--- config.mk ---
export PLATFORM = sky130hd
export DESIGN_NAME = load_align_wb
export DESIGN_NICKNAME = d
export VERILOG_FILES = /design/src/rtl/load_align_wb.sv
export SDC_FILE = /design/constraint.sdc
export NUM_CORES = 1
export LEC_CHECK = 0
export ABC_AREA = 1
export BUFFER_PORTS_ARGS = -buffer_cell sky130_fd_sc_hd__buf_2
export CORE_MARGIN = 2
export CORE_UTILIZATION = 56
export DETAILED_ROUTE_END_ITERATION = 7
export PLACE_DENSITY = 0.87
export SLEW_MARGIN = 40
export SYNTH_ARGS = -nofsm -noshare
export SYNTH_HDL_FRONTEND = slang
export SYNTH_SLANG_ARGS = --single-unit
--- constraint.sdc ---
create_clock -name clk -period 3.4 [get_ports clk]
set_input_delay 0.51 -clock clk [delete_from_list [all_inputs] [get_ports clk]]
set_output_delay 0.51 -clock clk [all_outputs]
set_load 0.05 [all_outputs]
--- src/rtl/load_align_wb.sv ---
// load_align_wb: load alignment and writeback unit.
// Accepts one load request at a time, reads one or two aligned memory beats,
// extracts the addressed bytes, sign/zero extends them and presents the result
// on a registered writeback port that is held until the consumer accepts it.
//
// Ports:
//   clk, rst_n            clock (rising edge), asynchronous active-low reset
//   req_valid/req_ready   load request handshake
//   req_funct3/addr/rd    load type, byte address, destination tag
//   mem_req_valid/ready   bus read request handshake, mem_req_addr aligned
//   mem_rsp_valid/data    one-cycle read data pulse, little-endian
//   wb_valid/wb_ready     writeback handshake
//   wb_rd/wb_data/wb_err  result tag, extended data, error flag
module load_align_wb #(
  parameter int XLEN     = 32,
  parameter int SPLIT_EN = 1
) (
  input  logic            clk,
  input  logic            rst_n,
  input  logic            req_valid,
  output logic            req_ready,
  input  logic [2:0]      req_funct3,
  input  logic [31:0]     req_addr,
  input  logic [4:0]      req_rd,
  output logic            mem_req_valid,
  input  logic            mem_req_ready,
  output logic [31:0]     mem_req_addr,
  input  logic            mem_rsp_valid,
  input  logic [XLEN-1:0] mem_rsp_data,
  output logic            wb_valid,
  input  logic            wb_ready,
  output logic [4:0]      wb_rd,
  output logic [XLEN-1:0] wb_data,
  output logic            wb_err
);

  localparam int NB   = XLEN / 8;
  localparam int OFFW = $clog2(NB);

  typedef enum logic [2:0] {
    IDLE = 3'd0,
    REQ0 = 3'd1,
    RSP0 = 3'd2,
    REQ1 = 3'd3,
    RSP1 = 3'd4,
    WB   = 3'd5
  } state_t;

  state_t            state_r, next_state_s;
  logic [2:0]        funct3_r;
  logic [OFFW-1:0]   off_r;
  logic [4:0]        rd_r;
  logic              cross_r;
  logic [XLEN-1:0]   beat0_r;
  logic              req_ready_r, mem_req_valid_r;
  logic [31:0]       mem_req_addr_r;
  logic              wb_valid_r, wb_err_r;
  logic [4:0]        wb_rd_r;
  logic [XLEN-1:0]   wb_data_r;

  logic [OFFW-1:0]   req_off_s;
  logic [4:0]        req_size_s;
  logic              req_cross_s, req_illegal_s, req_fail_s, accept_s;
  logic              cap0_s, wb_load_s;
  logic [XLEN-1:0]   lo_beat_s, hi_beat_s, raw_s, ext_s;

  // Truncate the shifted value to the access size and extend it to XLEN.
  // Size casts keep the signedness of their operand, so $signed() gives
  // sign extension; a same-width cast is a plain pass-through.
  function automatic logic [XLEN-1:0] extend(input logic [2:0] f3, input logic [XLEN-1:0] v);
    logic [XLEN-1:0] r;
    case (f3)
      3'b000:  r = XLEN'($signed(v[7:0]));
      3'b001:  r = XLEN'($signed(v[15:0]));
      3'b010:  r = XLEN'($signed(v[31:0]));
      3'b100:  r = XLEN'(v[7:0]);
      3'b101:  r = XLEN'(v[15:0]);
      3'b110:  r = XLEN'(v[31:0]);
      default: r = v;
    endcase
    return r;
  endfunction

  // Decode the incoming request: size, line crossing and legality.
  always_comb begin
    req_off_s = req_addr[OFFW-1:0];
    case (req_funct3[1:0])
      2'b00:   req_size_s = 5'd1;
      2'b01:   req_size_s = 5'd2;
      2'b10:   req_size_s = 5'd4;
      default: req_size_s = 5'd8;
    endcase
    req_cross_s = (5'(req_off_s) + req_size_s) > 5'(NB);
    case (req_funct3)
      3'b111:         req_illegal_s = 1'b1;
      3'b011, 3'b110: req_illegal_s = (XLEN == 32);
      default:        req_illegal_s = 1'b0;
    endcase
    req_fail_s = req_illegal_s || (req_cross_s && (SPLIT_EN == 0));
    accept_s   = req_valid && req_ready_r;
  end

  // Assemble {beat1, beat0}; beat1 is zero for a single-beat load.
  always_comb begin
    if (state_r == RSP1) begin
      lo_beat_s = beat0_r;
      hi_beat_s = mem_rsp_data;
    end else begin
      lo_beat_s = mem_rsp_data;
      hi_beat_s = {XLEN{1'b0}};
    end
    raw_s = XLEN'({hi_beat_s, lo_beat_s} >> {off_r, 3'b000});
    ext_s = extend(funct3_r, raw_s);
  end

  // Next-state logic and per-state capture strobes.
  always_comb begin
    next_state_s = state_r;
    cap0_s       = 1'b0;
    wb_load_s    = 1'b0;
    case (state_r)
      IDLE: begin
        if (accept_s) begin
          if (req_fail_s) begin
            next_state_s = WB;
          end else begin
            next_state_s = REQ0;
          end
        end else begin
          next_state_s = IDLE;
        end
      end
      REQ0: begin
        if (mem_req_ready) begin
          next_state_s = RSP0;
        end else begin
          next_state_s = REQ0;
        end
      end
      RSP0: begin
        if (mem_rsp_valid) begin
          cap0_s = 1'b1;
          if (cross_r) begin
            next_state_s = REQ1;
          end else begin
            next_state_s = WB;
            wb_load_s    = 1'b1;
          end
        end else begin
          next_state_s = RSP0;
        end
      end
      REQ1: begin
        if (mem_req_ready) begin
          next_state_s = RSP1;
        end else begin
          next_state_s = REQ1;
        end
      end
      RSP1: begin
        if (mem_rsp_valid) begin
          next_state_s = WB;
          wb_load_s    = 1'b1;
        end else begin
          next_state_s = RSP1;
        end
      end
      WB: begin
        if (wb_ready) begin
          next_state_s = IDLE;
        end else begin
          next_state_s = WB;
        end
      end
      default: next_state_s = IDLE;
    endcase
  end

  // State register.
  always_ff @(posedge clk or negedge rst_n) begin
    if (!rst_n) begin
      state_r <= IDLE;
    end else begin
      state_r <= next_state_s;
    end
  end

  // Capture request fields and the first beat.
  always_ff @(posedge clk or negedge rst_n) begin
    if (!rst_n) begin
      funct3_r <= 3'd0;
      off_r    <= {OFFW{1'b0}};
      rd_r     <= 5'd0;
      cross_r  <= 1'b0;
      beat0_r  <= {XLEN{1'b0}};
    end else begin
      if (accept_s) begin
        funct3_r <= req_funct3;
        off_r    <= req_off_s;
        rd_r     <= req_rd;
        cross_r  <= req_cross_s;
      end
      if (cap0_s) begin
        beat0_r <= mem_rsp_data;
      end
    end
  end

  // Registered request-side and bus outputs, derived from the next state so
  // they line up with the state they belong to. req_ready stays low in the
  // first cycle after reset and rises on the first clock edge.
  always_ff @(posedge clk or negedge rst_n) begin
    if (!rst_n) begin
      req_ready_r     <= 1'b0;
      mem_req_valid_r <= 1'b0;
      mem_req_addr_r  <= 32'd0;
    end else begin
      req_ready_r     <= (next_state_s == IDLE);
      mem_req_valid_r <= (next_state_s == REQ0) || (next_state_s == REQ1);
      if (accept_s && !req_fail_s) begin
        mem_req_addr_r <= {req_addr[31:OFFW], {OFFW{1'b0}}};
      end else if (cap0_s && cross_r) begin
        // Second beat: next line, wrapping at 2^32.
        mem_req_addr_r <= mem_req_addr_r + 32'(NB);
      end
    end
  end

  // Writeback registers, loaded on entry to WB and held until accepted.
  always_ff @(posedge clk or negedge rst_n) begin
    if (!rst_n) begin
      wb_valid_r <= 1'b0;
      wb_err_r   <= 1'b0;
      wb_rd_r    <= 5'd0;
      wb_data_r  <= {XLEN{1'b0}};
    end else if (accept_s && req_fail_s) begin
      wb_valid_r <= 1'b1;
      wb_err_r   <= 1'b1;
      wb_rd_r    <= req_rd;
      wb_data_r  <= {XLEN{1'b0}};
    end else if (wb_load_s) begin
      wb_valid_r <= 1'b1;
      wb_err_r   <= 1'b0;
      wb_rd_r    <= rd_r;
      wb_data_r  <= ext_s;
    end else if ((state_r == WB) && wb_ready) begin
      wb_valid_r <= 1'b0;
    end
  end

  assign req_ready     = req_ready_r;
  assign mem_req_valid = mem_req_valid_r;
  assign mem_req_addr  = mem_req_addr_r;
  assign wb_valid      = wb_valid_r;
  assign wb_rd         = wb_rd_r;
  assign wb_data       = wb_data_r;
  assign wb_err        = wb_err_r;

endmodule

# Word level (Yosys, flattened, before mapping)
# Cells that the tools add are included.
[totals] out_inout_bits=73 word_cells=77 ff_bits=119
[op_classes] add_sub_neg=2 mux=30 n_eq_ne=15 n_lt_le_gt_ge=1 n_shift=1 n_reduce_logical=15
[op_table] cell="32-bit 2-to-1 mux" count=6
[op_table] cell="32-bit one-hot mux with 4 select lines" count=1
[op_table] cell="64-bit by 5-bit right shift with 32-bit output" count=1
[op_table] cell="32-bit by 3-bit adder with 32-bit output, second input constant" count=1
[op_table] cell="3-bit == test, second input constant" count=6
[op_table] cell="3-bit 2-to-1 mux" count=6
[op_table] cell="3-bit one-hot mux with 6 select lines" count=1
[op_table] cell="3-bit by 2-bit == test with 1-bit output, second input constant" count=4
[op_table] cell="4-bit one-hot mux with 3 select lines" count=1
[op_table] cell="1-bit 2-to-1 mux" count=11
[op_table] cell="5-bit 2-to-1 mux" count=2
[op_table] cell="3-bit by 1-bit == test with 1-bit output, second input constant" count=3
[op_table] cell="3-bit logical NOT" count=3
[op_table] cell="2-bit by 5-bit adder with 5-bit output" count=1
[op_table] cell="5-bit by 3-bit greater-than comparator with 1-bit output, second input constant" count=1
[op_table] cell="1-bit logical AND" count=5
[op_table] cell="2-bit nonzero test" count=2
[op_table] cell="3-bit nonzero test" count=1
[op_table] cell="3-bit OR reduction" count=1
[op_table] cell="2-bit by 1-bit == test with 1-bit output, second input constant" count=1
[op_table] cell="2-bit == test, second input constant" count=1
[op_table] cell="2-bit logical NOT" count=1
[op_table] cell="2-bit 2-to-1 mux" count=1
[op_table] cell="1-bit one-hot mux with 2 select lines" count=1
[op_table] cell="other kinds (2)" count=2

# Logic depth before layout (Yosys ltp)
[logic_depth] ltp_word=8 ltp_mapped=12 ltp_nobuf=12

# Worst setup path before layout
# Ideal clock, no wire load.
[synth_path] kind="register to register" start="register mem_req_addr_r[3] (netlist: mem_req_addr[3])" end="register mem_req_addr_r[24] (netlist: mem_req_addr[24])" path_slack_ps=1496 synth_period_minus_slack_ps=1904 setup_ps=119 path_buffers=0 required_ps=3281 arrival_time_ps=1785 stages_incl_launch_ff=9 cell_sequence="dfrtp_1 > ha_1 > nand2_1 > nor2_1 > nand3_1 > nor2_2 > nand4_1 > a21oi_1 > nor2_1"
[synth_between] elab_chain_cells=3
[synth_rtl] item="start: declaration" line_no="56" text="logic [31:0] mem_req_addr_r;"
[synth_rtl] item="start signal: assignment" line_no="221" text="mem_req_addr_r <= {req_addr[31:OFFW], {OFFW{1'b0}}};"
[synth_rtl] item="start signal: assignment" line_no="224" text="mem_req_addr_r <= mem_req_addr_r + 32'(NB);"
[synth_rtl] item="32-bit by 3-bit adder with 32-bit output" line_no="224"
[synth_rtl] item="32-bit 2-to-1 mux" line_no="222" text="end else if (cap0_s && cross_r) begin"
[synth_rtl] item="32-bit 2-to-1 mux" line_no="220" text="if (accept_s && !req_fail_s) begin"
# No other way between the ends. The select of a mux whose other input is x is not followed.
# A chain may end at the register's enable or synchronous reset.

# Worst setup path in the final report
[layout_path] start="register state_r[0]" end="register wb_rd_r[3] (netlist: wb_rd[3])"
[layout_between] elab_chain_cells=3 word_cells_on_any_way=4 cone_classes="2 x eq/ne; 1 x mux; 1 x reduce/logical"
[layout_rtl] item="start: declaration" line_no="49" text="state_t state_r, next_state_s;"
[layout_rtl] item="start signal: assignment" line_no="184" text="state_r <= next_state_s;"
[layout_rtl] item="3-bit == test or 3-bit by 2-bit == test with 1-bit output (tied branches)" line_no="121" text="case (state_r)"
[layout_rtl] item="1-bit one-hot mux with 2 select lines (*)" line_no="121"
[layout_rtl] item="2-bit nonzero test (no source line) (*)"
[layout_rtl] item="end signal: assignment" line_no="239" text="wb_rd_r <= req_rd;"
[layout_rtl] item="end signal: assignment" line_no="244" text="wb_rd_r <= rd_r;"
[layout_rtl] item="end: declaration" line_no="58" text="logic [4:0] wb_rd_r;"
# Mark *: on every way between the ends. The rest lies on a longest branch, timed or not.

==> impl_metrics.toml <==
[clocking]
worst_setup_hold_path_clk_slew_ns = 0.06
post_cts_setup_inserts = 0
num_clock_sinks = 117
cts_hold_buffers = 0
htreeDepth = 4
numCtsBuffers = 17
cts-root-to-sink-buffers = 2
cts_tree = "done"
clock_latency_reported_for_the_late_side_of_the_worst_skew_pair_ns = 0.42
postCtsResizedCells = 0
ctsRootBufferMaster = "clkbuf_16"

[yosys]
yosysTopAreaCell = "dfrtp_1"
yosys_register_bits = 117
netlist_area_um2 = 7340
post_synth.cell_area_avg_um2 = 7.12
netlist_instances = 1031
synth_largest_type_area_fraction_pct = 39.9
netlist_top_cells_area = "dfrtp_1, nand2_1, o21ai_0"
synth.distinct_cells = 51
yosys_warnings = 0
yosysSeqAreaShare_pct = 39.9

[worst_setup_path]
endpoint = "wb_rd[3]"
timing.critical_path.to_type = "flop"
worstRegToRegCells = 10
timing.critical_path.from_type = "flop"
reg2reg_to = "wb_rd[3]"
crit_start = "state_r[0]"
ff2ff_setup_slack_ns = 0.89
worst-endpoint-required_ns = 3.73
critPathArrivalTime_ns = 2.84
regToRegStartpoint = "state_r[0]"
critPathSlowestCell = "dfrtp_1"
critPathBufInv = 3
path_cells = "nor2_4 -> nand2_4 -> inv_4 -> nand2_1 -> nand2_4 -> nor2_4 -> buf_4 -> inv_2 -> nor2_1 -> a31oi_1"
max_stage_delay_ns = 0.46
critical_path_depth = 10
path_class = "reg2reg"
cp_top_family = "simple AND/OR/NAND/NOR gates"
crit_fanout = 61

[grt]
first_global_vias = 7221
grt_max_degree = 66
globalRouteTotalUtil_pct = 30.5
gr-total-overflow = 0
grt_first_pass_wirelength_um = 34400
antenna_violations_before_repair = 0

[detailed_routing]
drt_iter0_markers = 779
final_antenna_net_count = 0
detail_route.drc_violations = 0
post_drt_via_cell_ratio = 5.65
detailroute.via_count = 7575
wl_um = 20800
dr.pass1.iters = 6
avgRoutedWirePerCell_um = 15.5

[layout]
antenna-diode-count = 0
drive_above_1_share_pct = 19.9
num-nets-final = 1238
flow.area_growth_from_synthesis_pct = 18.3
final_design_area_no_fill_um2 = 8680

[timing]
timing.fmax_mhz = 399
final_hold_viol_count = 0
setup_repair_after_global_routing_missed_its_margin = "no"
timing.final.crit_share_pct = 73.8
post-route-min-period_ns = 2.51
maxSlewViolCount = 0
max_clock_skew_ns = 0.00711
max_slew.worst_pin.slew_ns = 0.669
fin_setup_tns_ns = 0
max_slew_margin_pct = 55.3
report.final.setup_viol = 0

[job]
cap_viol_max_count = 0

[floorplan]
rows = 41
boundaryPins = 151
dieWidth_um = 118
floorplan.initialDensity_pct = 57.7
dieHeight_um = 118
die_area_um2 = 14000
fp.coreArea_um2 = 12700

[worst_hold_path]
hold_class = "in2async"

[pwr]
power.static_leakage_nw = 4.52
peakVddDrop_uv = 680
power-per-cell-area_nw_per_um2 = 1050

[placed_design]
number_of_i_o_port_buffers = 148
placement.cell_area_um2 = 8070
gp_congestion = 1.01
detailedPlacementHpwl_um = 14900

[status]
result_of_the_run = "complete, no violations"
placed cells by master, fill, tap and decap left out, drive strengths merged, types with 2 or more instances in the layout:
master / synthesis / final
nand2: 365 / 365
buf: 37 / 158
dfrtp: 117 / 117
o21ai: 113 / 113
inv: 99 / 99
nand3: 78 / 78
nor2: 68 / 68
o211ai: 32 / 32
clkbuf: 16 / 24
a31oi: 20 / 20
a21oi: 17 / 17
nor3: 16 / 16
nand4: 10 / 10
o22ai: 9 / 9
xor2: 8 / 8
clkinv: 1 / 5
nand3b: 4 / 4
o311ai: 3 / 3
ha: 3 / 3
bufinv: 0 / 3
or2: 3 / 3
conb: 1 / 2
worst min-delay path by stage:
stage	startpoint	endpoint	slack, ns	depth (start not counted)
finish	rst_n	beat0_r[26]	0.08	1
CTS	rst_n	beat0_r[26]	0.23	1
floorplan	rst_n	beat0_r[0]	0.21	0
global route	rst_n	beat0_r[26]	0.12	1
global placement	wb_data[24]	wb_data[24]	0.46	2
detailed placement	wb_data[7]	wb_data[7]	0.46	2
layer usage:
metal / global-route usage [%] / part of all wire [%] / wire length (um)
met1: 38.4 / 40 / 8340
met2: 49.4 / 47 / 9870
met3: 7.67 / 8.7 / 1820
met4: 14.2 / 3.6 / 756
met5: 0 / 0 / 0
cells in the mapped netlist, drive strengths merged:
| cell type | instances |
|---|---|
| nand4 | 10 |
| a31oi | 20 |
| nand2 | 365 |
| ha | 3 |
| or2 | 3 |
| conb | 1 |
| a32oi | 1 |
| nand3b | 4 |
| a211o | 1 |
| nor2 | 68 |
| clkinv | 1 |
| o211ai | 32 |
| a21oi | 17 |
| o21ai | 113 |
| or4 | 1 |
| buf | 37 |
| fa | 1 |
| o221ai | 1 |
| o21a | 1 |
| o2111a | 1 |
| dfrtp | 117 |
| a211oi | 1 |
| clkbuf | 16 |
| nand3 | 78 |
| xor2 | 8 |
| inv | 99 |
| o311ai | 3 |
| o22ai | 9 |
| xnor2 | 1 |
| nor4 | 1 |
| and3 | 1 |
| nor3 | 16 |
final cells by class:
cell class                 instances  area, um^2
tap                              172         215
timing repair buffer             158         822
multi-input combinational        762        3720
fill                            1141        4040
clock inverter                     8         121
clock buffer                      24         492
sequential                       117        2930
inverter                         100         380
flip-flops by register name, indices dropped and copies added (netlist names), 2 cells and up:
name	count
funct3_r	3
mem_req_addr	30
beat0_r	32
state_r	3
wb_rd	5
wb_data	32
off_r	2
rd_r	5
per-stage QoR:
| stage | hold WS (ns) | power [mW] | util, % | std cells | worst slack, ns |
|---|---|---|---|---|---|
| 6_report | 0.0839 | 9.08 | 68.2 | 1341 | 0.891 |
| 3_3_place_gp | 0.461 | 7.05 | 63.4 | 1309 | 1.07 |
| 4_1_cts | 0.228 | 9.03 | 68.2 | 1341 | 0.932 |
| 5_1_grt | 0.125 | 9.67 | 68.2 | 1341 | 0.646 |
| 2_1_floorplan | 0.214 | 6.10 | - | 1032 | 1.50 |
| 3_5_place_dp | 0.462 | 7.15 | 63.4 | 1309 | 0.974 |
logic make-up (layout without fill, tap and decap cells):
kind of cell	Yosys count	after routing	synth area share, %
AOI/OAI and AO/OA	200	200	16.4
DFF	117	117	39.9
adders and majority gates	4	4	0.784
other	1	2	0.0511
and+or+nand+nor	547	547	32.3
buffers and inverters	153	290	9.41
xor gates and xnor gates	9	9	1.07
power by group:
part | switching (mW) | leakage [nW] | internal (mW)
logic | 3.45 | 2.77 | 1.22
clock network | 0.636 | 0.300 | 1.23
registers | 0.538 | 1.46 | 2.01
No activity file was read; power rests on OpenSTA's default activity.
